===== src/rtl/ram_rd_stream_pkg.sv =====
// rtl/ram_rd_stream_pkg.sv - shared state encoding and FIFO entry layout for ram_rd_stream
package ram_rd_stream_pkg;

    typedef enum logic [1:0] {
        ST_IDLE  = 2'd0,
        ST_RD    = 2'd1,
        ST_DRAIN = 2'd2
    } state_e;

    // A FIFO entry is {last, data}: the last tag sits just above the data word.
    localparam int unsigned ENTRY_LAST_W = 1;

    function automatic int unsigned entry_width(input int unsigned data_w);
        return data_w + ENTRY_LAST_W;
    endfunction

endpackage


===== src/rtl/rd_stream_fifo.sv =====
// rtl/rd_stream_fifo.sv - synchronous power-of-two FIFO holding returned read words
module rd_stream_fifo #(
    parameter int DEPTH = 4,
    parameter int WIDTH = 129
) (
    input  logic                       clk,
    input  logic                       rst_n,
    input  logic                       push,
    input  logic [WIDTH-1:0]           push_data,
    input  logic                       pop,
    output logic [WIDTH-1:0]           pop_data,
    output logic [$clog2(DEPTH):0]     count,
    output logic                       empty,
    output logic                       full
);
    localparam int PTR_W = $clog2(DEPTH);
    localparam int CNT_W = PTR_W + 1;

    logic [WIDTH-1:0] mem_q [DEPTH];
    logic [WIDTH-1:0] mem_d [DEPTH];
    logic [PTR_W-1:0] wr_ptr_q, wr_ptr_d;
    logic [PTR_W-1:0] rd_ptr_q, rd_ptr_d;
    logic [CNT_W-1:0] count_q, count_d;
    logic             do_push;
    logic             do_pop;

    assign empty    = (count_q == '0);
    assign full     = (count_q == CNT_W'(DEPTH));
    assign count    = count_q;
    assign pop_data = mem_q[rd_ptr_q];

    always_comb begin
        mem_d    = mem_q;
        wr_ptr_d = wr_ptr_q;
        rd_ptr_d = rd_ptr_q;
        do_push  = push && !full;
        do_pop   = pop && !empty;
        if (do_push) begin
            mem_d[wr_ptr_q] = push_data;
            wr_ptr_d        = wr_ptr_q + PTR_W'(1);
        end
        if (do_pop) begin
            rd_ptr_d = rd_ptr_q + PTR_W'(1);
        end
        count_d = count_q + CNT_W'(do_push) - CNT_W'(do_pop);
    end

    always_ff @(posedge clk or negedge rst_n) begin
        if (!rst_n) begin
            wr_ptr_q <= '0;
            rd_ptr_q <= '0;
            count_q  <= '0;
        end else begin
            wr_ptr_q <= wr_ptr_d;
            rd_ptr_q <= rd_ptr_d;
            count_q  <= count_d;
        end
    end

    // Storage needs no reset: the pointers decide what is visible.
    always_ff @(posedge clk) begin
        mem_q <= mem_d;
    end

endmodule


===== src/rtl/ram_rd_stream.sv =====
// rtl/ram_rd_stream.sv - burst read master feeding a valid/ready stream from the RAM wrapper
// Optional stall counter output perf_stall_cnt is built when RD_STREAM_PERF_EN is defined.
module ram_rd_stream
    import ram_rd_stream_pkg::*;
#(
    parameter int SRAM_WIDTH     = 128,
    parameter int SRAM_DEPTH_BIT = 6,
    parameter int LEN_BIT        = 7,
    parameter int FIFO_DEPTH     = 4
) (
    input  logic                      clk,
    input  logic                      rst_n,
    input  logic                      cmd_valid,
    output logic                      cmd_ready,
    input  logic [SRAM_DEPTH_BIT-1:0] cmd_addr,
    input  logic [LEN_BIT-1:0]        cmd_len,
    output logic                      arvalid,
    input  logic                      arready,
    output logic [SRAM_DEPTH_BIT-1:0] araddr,
    input  logic                      rvalid,
    output logic                      rready,
    input  logic [SRAM_WIDTH-1:0]     rdata,
    output logic                      out_valid,
    input  logic                      out_ready,
    output logic [SRAM_WIDTH-1:0]     out_data,
    output logic                      out_last,
    output logic                      busy
`ifdef RD_STREAM_PERF_EN
    ,
    output logic [31:0]               perf_stall_cnt
`endif
);
    localparam int ENTRY_W = entry_width(SRAM_WIDTH);
    localparam int CNT_W   = $clog2(FIFO_DEPTH) + 1;

    state_e                    state_q, state_d;
    logic [SRAM_DEPTH_BIT-1:0] base_q, base_d;
    logic [LEN_BIT-1:0]        len_q, len_d;
    logic [LEN_BIT-1:0]        issue_q, issue_d;
    logic [LEN_BIT-1:0]        recv_q, recv_d;
    logic                      rready_q, rready_d;

    logic                      push;
    logic                      pop;
    logic [ENTRY_W-1:0]        push_entry;
    logic [ENTRY_W-1:0]        head_entry;
    logic [CNT_W-1:0]          fifo_count;
    logic [CNT_W-1:0]          next_count;
    logic                      fifo_empty;
    logic                      fifo_full;

    rd_stream_fifo #(
        .DEPTH (FIFO_DEPTH),
        .WIDTH (ENTRY_W)
    ) u_fifo (
        .clk       (clk),
        .rst_n     (rst_n),
        .push      (push),
        .push_data (push_entry),
        .pop       (pop),
        .pop_data  (head_entry),
        .count     (fifo_count),
        .empty     (fifo_empty),
        .full      (fifo_full)
    );

    assign rready    = rready_q;
    assign out_valid = !fifo_empty;
    assign out_data  = fifo_empty ? '0 : head_entry[SRAM_WIDTH-1:0];
    assign out_last  = !fifo_empty && head_entry[SRAM_WIDTH];
    assign busy      = (state_q != ST_IDLE) || !fifo_empty;

    always_comb begin
        state_d    = state_q;
        base_d     = base_q;
        len_d      = len_q;
        issue_d    = issue_q;
        recv_d     = recv_q;
        cmd_ready  = (state_q == ST_IDLE);
        arvalid    = (state_q == ST_RD) && rready_q;
        araddr     = base_q + SRAM_DEPTH_BIT'(issue_q);
        push       = rvalid && rready_q && (recv_q != len_q) && !fifo_full;
        push_entry = {(recv_q == len_q - LEN_BIT'(1)), rdata};
        pop        = out_ready && !fifo_empty;
        if (push) begin
            recv_d = recv_q + LEN_BIT'(1);
        end
        // rready is registered from the post-edge occupancy so a word issued
        // this cycle always finds a free slot when it returns next cycle.
        next_count = fifo_count + CNT_W'(push) - CNT_W'(pop);
        rready_d   = (next_count <= CNT_W'(FIFO_DEPTH - 2));

        case (state_q)
            ST_IDLE: begin
                if (cmd_valid && cmd_len != '0) begin
                    base_d  = cmd_addr;
                    len_d   = cmd_len;
                    issue_d = '0;
                    recv_d  = '0;
                    state_d = ST_RD;
                end
            end
            ST_RD: begin
                if (arvalid && arready) begin
                    issue_d = issue_q + LEN_BIT'(1);
                    if (issue_q + LEN_BIT'(1) == len_q) begin
                        state_d = ST_DRAIN;
                    end
                end
            end
            ST_DRAIN: begin
                if (recv_q == len_q && fifo_empty) begin
                    state_d = ST_IDLE;
                end
            end
            default: state_d = ST_IDLE;
        endcase
    end

    always_ff @(posedge clk or negedge rst_n) begin
        if (!rst_n) begin
            state_q  <= ST_IDLE;
            base_q   <= '0;
            len_q    <= '0;
            issue_q  <= '0;
            recv_q   <= '0;
            rready_q <= 1'b0;
        end else begin
            state_q  <= state_d;
            base_q   <= base_d;
            len_q    <= len_d;
            issue_q  <= issue_d;
            recv_q   <= recv_d;
            rready_q <= rready_d;
        end
    end

`ifdef RD_STREAM_PERF_EN
    logic [31:0] perf_q, perf_d;

    always_comb begin
        perf_d = perf_q;
        if (cmd_valid && state_q == ST_IDLE) begin
            perf_d = '0;
        end else if (!fifo_empty && !out_ready) begin
            perf_d = perf_q + 32'd1;
        end
    end

    always_ff @(posedge clk or negedge rst_n) begin
        if (!rst_n) begin
            perf_q <= '0;
        end else begin
            perf_q <= perf_d;
        end
    end

    assign perf_stall_cnt = perf_q;
`endif

endmodule


===== config.mk =====
export PLATFORM = sky130hd
export DESIGN_NAME = ram_rd_stream
export DESIGN_NICKNAME = d
export VERILOG_FILES = /design/src/rtl/ram_rd_stream_pkg.sv /design/src/rtl/rd_stream_fifo.sv /design/src/rtl/ram_rd_stream.sv
export SDC_FILE = /design/constraint.sdc
export NUM_CORES = 1
export LEC_CHECK = 0
export BUFFER_PORTS_ARGS = -buffer_cell sky130_fd_sc_hd__buf_4
export CAP_MARGIN = 30
export CORE_MARGIN = 2
export CORE_UTILIZATION = 51
export DETAILED_ROUTE_END_ITERATION = 16
export GPL_TIMING_DRIVEN = 0
export PLACE_DENSITY = 0.75
export SLEW_MARGIN = 20
export SYNTH_ARGS = -nofsm -noshare
export SYNTH_HDL_FRONTEND = slang
export SYNTH_SLANG_ARGS = --single-unit
export TNS_END_PERCENT = 20

===== constraint.sdc =====
create_clock -name clk -period 4.4 [get_ports clk]
set_input_delay 0.22 -clock clk [delete_from_list [all_inputs] [get_ports clk]]
set_output_delay 0.22 -clock clk [all_outputs]
set_load 0.005 [all_outputs]

Word level (Yosys, flattened, before mapping)

Index checks and enable logic that the tools add are counted.

Bits in registers: 553
Input port bits: 147

Reductions and logical operators: 23
Bitwise gates (word level): 2
Equal/unequal tests: 11
$add $sub $neg: 10
Mux-type cells: 18
Order comparisons: 4

Operators by type and width:

| kind                                                                    | count |
|---|---|
| 516-bit bitwise mux                                                     | 1 |
| 129-bit 2-to-1 mux                                                      | 3 |
| 129-bit binary-select mux with 2-bit select                             | 1 |
| 129-bit demux with 2-bit select                                         | 1 |
| 128-bit 2-to-1 mux                                                      | 1 |
| 7-bit 2-to-1 mux                                                        | 5 |
| 7-bit equality test                                                     | 3 |
| 7-bit by 1-bit adder with 7-bit output, second input constant           | 2 |
| 7-bit one-hot mux with 2 select lines                                   | 1 |
| 1-bit logical AND                                                       | 12 |
| 2-bit 2-to-1 mux                                                        | 4 |
| 7-bit inequality test                                                   | 1 |
| 7-bit nonzero test                                                      | 1 |
| 7-bit by 1-bit subtractor with 7-bit output, second input constant      | 1 |
| 3-bit by 1-bit adder with 3-bit output                                  | 2 |
| 6-bit adder                                                             | 1 |
| 3-bit greater-or-equal comparator, second input constant                | 2 |
| 2-bit by 1-bit inequality test with 1-bit output, second input constant | 3 |
| 2-bit NOT with 3-bit output                                             | 2 |
| 2-bit one-hot mux with 3 select lines                                   | 1 |
| 3-bit by 1-bit subtractor with 3-bit output                             | 2 |
| 2-bit by 1-bit adder with 2-bit output, second input constant           | 2 |
| 4-bit AND reduction                                                     | 1 |
| 2-bit nonzero test                                                      | 2 |
| other kinds (12)                                                        | 13 |

Depth between registers and ports, before layout

Word-level depth: 6
Depth in mapped cells: 11
Depth with buffers taken out: 9

Hierarchy

From an unflattened synthesis, not the netlist that was laid out.

Cell total of the unflattened synthesis: 1070
Area, all modules: 21934.8 µm²

By module, submodules not included:

| module         | times used | sequential area each (µm²) | cells each | area an instance (µm²) |
|---|---|---|---|---|
| rd_stream_fifo | 1          | 15670.0                    | 716        | 19080.8 |
| ram_rd_stream  | 1          | 750.7                      | 354        | 2854.0 |

Worst setup path before layout

Ideal clock, no wire load.

Path kind: register to register
Start: reg recv_q[2]
End: reg u_fifo.mem_q[0] in the netlist's numbering (enable)
Cell stages (with the launch flop): 7
Buffers on the path: 1
Setup slack: -127 ps
Clock period less this slack: 4527 ps
Data required time: 3896 ps
Arrival time: 4023 ps
Path through: dfrtp_1 -> clkbuf_2 -> xnor2_1 -> nand4_1 -> o21ai_2 -> inv_2 -> and2_1

Word-level cells in the longest chain between the ends: 4

RTL lines:

| what                            | line                 | source |
|---|---|---|
| start: declaration              | ram_rd_stream.sv:40  | `logic [LEN_BIT-1:0] recv_q, recv_d;` |
| start signal: assignment        | ram_rd_stream.sv:133 | `recv_q <= recv_d;` |
| 7-bit inequality test           | ram_rd_stream.sv:82  | `push = rvalid && rready_q && (recv_q != len_q) && !fifo_full;` |
| 1-bit logical AND (2 in series) | ram_rd_stream.sv:82  |  |
| 1-bit logical AND               | rd_stream_fifo.sv:36 | `do_push = push && !full;` |
| net u_fifo.do_push              | rd_stream_fifo.sv:24 | `logic do_push;` |
| end signal: assignment          | rd_stream_fifo.sv:62 | `mem_q <= mem_d;` |
| end: declaration                | rd_stream_fifo.sv:19 | `logic [WIDTH-1:0] mem_q [DEPTH];` |

The timed path passes the listed nets, and every way through them passes these cells.
A chain may end at the register's enable or synchronous reset.

Worst setup path after layout

Start: reg u_fifo.rd_ptr_q[1]
End: out out_data[28]

Word-level cells in the longest chain between the ends: 5

RTL lines:

| what                                                   | line                 | source |
|---|---|---|
| start: declaration                                     | rd_stream_fifo.sv:22 | `logic [PTR_W-1:0] rd_ptr_q, rd_ptr_d;` |
| start signal: assignment                               | rd_stream_fifo.sv:55 | `rd_ptr_q <= rd_ptr_d;` |
| 2-bit NOT with 3-bit output (not written as such)      | rd_stream_fifo.sv:30 | `assign pop_data = mem_q[rd_ptr_q];` |
| 129-bit binary-select mux with 2-bit select            | rd_stream_fifo.sv:30 |  |
| 129-bit 2-to-1 mux (not written as such) (2 in series) | rd_stream_fifo.sv:30 |  |
| 128-bit 2-to-1 mux                                     | ram_rd_stream.sv:69  | `assign out_data = fifo_empty ? '0 : head_entry[SRAM_WIDTH-1:0];` |
| end: declaration                                       | ram_rd_stream.sv:25  | `output logic [SRAM_WIDTH-1:0] out_data,` |

Every way passes these cells. The select of a mux whose other input is x is not followed.

==> results.json <==
{
  "outcome": "completed",
  "grt_pass1_vias": 12580,
  "r2r-start": "u_fifo.count[1]$_DFF_PN0_",
  "drc": 0,
  "regToRegSetupSlack_ns": 1.38,
  "grt_max_degree": 47,
  "layout.cells.most_common": "edfxtp_1",
  "synth_seq_area_share": 0.7544,
  "io_pins": 287,
  "routabilityCongestion": 0.8477,
  "leakage_nw": 9.918,
  "crit_fanout": 10,
  "grt_pass1_wl_um": 73310,
  "cts_resized": 0,
  "clock_latency_ns": 0.59,
  "period_needed_ns": 3.180,
  "synthesis.area_mm2": 0.02177,
  "die_w_um": 210.6,
  "dr.pass1.iters": 7,
  "die_h_um": 210.6,
  "syn2layout_area_growth_pct": 29.05,
  "drt_iter0_drc": 889,
  "design_area_mm2": 0.02809,
  "core_mm2": 0.04204,
  "clk_pin_slew_ns": 0.06,
  "worst_path_max_delay_cell": "buf_1",
  "ys_warn_count": 0,
  "r2r_cells": 11,
  "ant_nets": 0,
  "placed_area_mm2": 0.02494,
  "cp-end-kind": "primary output",
  "drive_gt1_frac": 0.3356,
  "reg2reg_to": "rready$_DFF_PN0_",
  "routed-via-count": 11670,
  "max_slew.worst_pin.slew_ns": 0.7877,
  "holdCritPathClass": "in -> reg",
  "maxCapViolCount": 0,
  "synth-async-reset-ratio": 0.06691,
  "hold_start": "out_ready",
  "rows": 75,
  "nets": 1728,
  "ys.flop_type": "edfxtp_1",
  "slew_viol_final": 0,
  "crit_start": "u_fifo.rd_ptr_q[1]$_DFFE_PN0P_",
  "crit_chain": "clkbuf_1, buf_6, buf_1, mux4_2, and2_1, buf_4",
  "fin_worst_skew_ns": 0.02211,
  "antenna_found_initial": 5,
  "syn_nets": 1229,
  "startpoint_type": "flop",
  "synthCells": 1063,
  "min_to": "u_fifo.rd_ptr_q[0]$_DFFE_PN0P_",
  "fin_util": 0.6682,
  "cts_tree": "yes",
  "power.density_mw_per_mm2": 622.5,
  "syn_area_per_cell_um2": 20.48,
  "irDropWorstVdd_mv": 0.4462,
  "wl_per_cell_um": 22.40,
  "holdPathStages": 3,
  "routed_wl_um": 48060,
  "layout_common_cells": "516 x edfxtp_1, 288 x buf_4, 142 x dlygate4sd3_1, 135 x and2_1, 129 x mux4_2",
  "overflow": 0,
  "finalPower_mw": 17.49,
  "dieArea_mm2": 0.04435,
  "crit_required_ns": 4.18,
  "yosysUniqueCellTypes": 45,
  "ys_seq_elements": 553,
  "track_usage": 0.2215,
  "start_util": 0.5178,
  "fmax_ghz": 0.3144,
  "rsz0062_at_grt": "false",
  "post_cts.repair.setup_buffers": 0,
  "clock-sinks": 553,
  "slowest_delay_ns": 0.57,
  "crit_arrival_ns": 2.96,
  "clockBufferDepth": 3,
  "ctsHtreeMaxLevel": 2,
  "avgViaCountPerCell": 5.439,
  "fin_crit_sh": 0.7228,
  "slew-limit-headroom": 0.4749,
  "worst-setup-path-type": "reg -> out",
  "hold_violations": 0,
  "place_hpwl_um": 29250,
  "setup_viol": 0,
  "hold_buffers": 142,
  "synth_edf_count": 516,
  "numPortBuffers": 286,
  "cts-root-buf": "clkbuf_16",
  "numCtsBuffers": 56,
  "nFillCells": 2693
}
how the worst max path moves through the flow:
stage | depth (start not counted) | end | slack [ns]
2_1_floorplan | 6 | u_fifo.mem_q[258]$_DFFE_PP_ | -0.13
3_3_place_gp | 5 | u_fifo.mem_q[447]$_DFFE_PP_ | -2.82
3_5_place_dp | 11 | rready$_DFF_PN0_ | 1.37
4_1_cts | 6 | out_data[36] | 1.15
5_1_grt | 6 | out_data[89] | 1.04
6_report | 6 | out_data[28] | 1.22
Yosys cell counts (13+ instances only):
| master | count | share of area |
|---|---|---|
| and2_1 | 139 | 0.040 |
| mux4_2 | 129 | 0.13 |
| nand2_1 | 13 | 0.0022 |
| buf_2 | 15 | 0.0034 |
| edfxtp_1 | 516 | 0.71 |
| o21ai_0 | 15 | 0.0034 |
| nor2_1 | 14 | 0.0024 |
| xnor2_1 | 26 | 0.010 |
| ha_1 | 16 | 0.0092 |
| inv_1 | 24 | 0.0041 |
| clkbuf_1 | 22 | 0.0038 |
| dfrtp_1 | 37 | 0.043 |
layout make-up:
| cell class | count | area (um^2) | share of cell area |
|---|---|---|---|
| repair buffers | 441 | 3910 | 0.1392 |
| multi-input cells | 435 | 5047 | 0.1797 |
| clock buffers | 73 | 1486 | 0.05292 |
| inverters | 25 | 93.84 | 0.003341 |
| well taps | 539 | 674.4 | 0.02401 |
| flip-flops and latches | 553 | 16420 | 0.5846 |
| clock inverters | 26 | 230.2 | 0.008196 |
| diodes | 4 | 10.01 | 0.0003563 |
| plain buffers | 50 | 216.5 | 0.007706 |
kinds of logic after synthesis:
| kind of cell | after synthesis | share of synthesized area |
|---|---|---|
| flops | 553 | 0.7544 |
| simple gates | 197 | 0.05329 |
| mux | 140 | 0.1391 |
| buf+inv | 75 | 0.01420 |
| compound gates | 47 | 0.01420 |
| xor+xnor | 32 | 0.01288 |
| fa+ha+maj | 19 | 0.01196 |
stage by stage:
| stage | hold WS, ns | std cells | setup TNS (ns) | worst slack, ns |
|---|---|---|---|---|
| 2_1_floorplan | -0.07559 | 1063 | -32.65 | -0.1266 |
| 3_3_place_gp | 0.2102 | 1888 | -740.94 | -2.823 |
| 3_5_place_dp | 0.2193 | 1901 | 0 | 1.368 |
| 4_1_cts | 0.001817 | 2142 | 0 | 1.152 |
| 5_1_grt | 0.07861 | 2145 | 0 | 1.043 |
| 6_report | 0.07352 | 2146 | 0 | 1.220 |
power breakdown:
part / internal, mW / switching, mW / leakage (nW)
Combinational: 3.37 / 2.94 / 3.96
Sequential: 6.45 / 0.255 / 5.13
Clock: 2.60 / 1.87 / 0.823
Total: 12.4 / 5.07 / 9.92
registers in the layout, summed over array words and instances, names as in the netlist:
signal / flops
issue_q: 7
u_fifo.wr_ptr_q: 2
base_q: 6
len_q: 7
state_q: 2
u_fifo.mem_q: 516
u_fifo.count: 3
recv_q: 7
rready: 1
u_fifo.rd_ptr_q: 2
layer usage:
metal / up-vias / GRT usage / wire length, um
met5: - / 0 / 13
met4: 2 / 0.05949 / 941
met2: 374 / 0.3660 / 24180
met3: 61 / 0.06526 / 3420
li1: 5223 / - / -
met1: 6012 / 0.2904 / 19510
worst max-delay path, delay by kind of cell (launching register included):
family	cells	cell delay, ns
multiplexers	1	0.42
AND/OR/NAND/NOR	1	0.19
buffers and inverters	4	1.38
flip-flops	1	0.39
(Power assumes the default switching activity.)
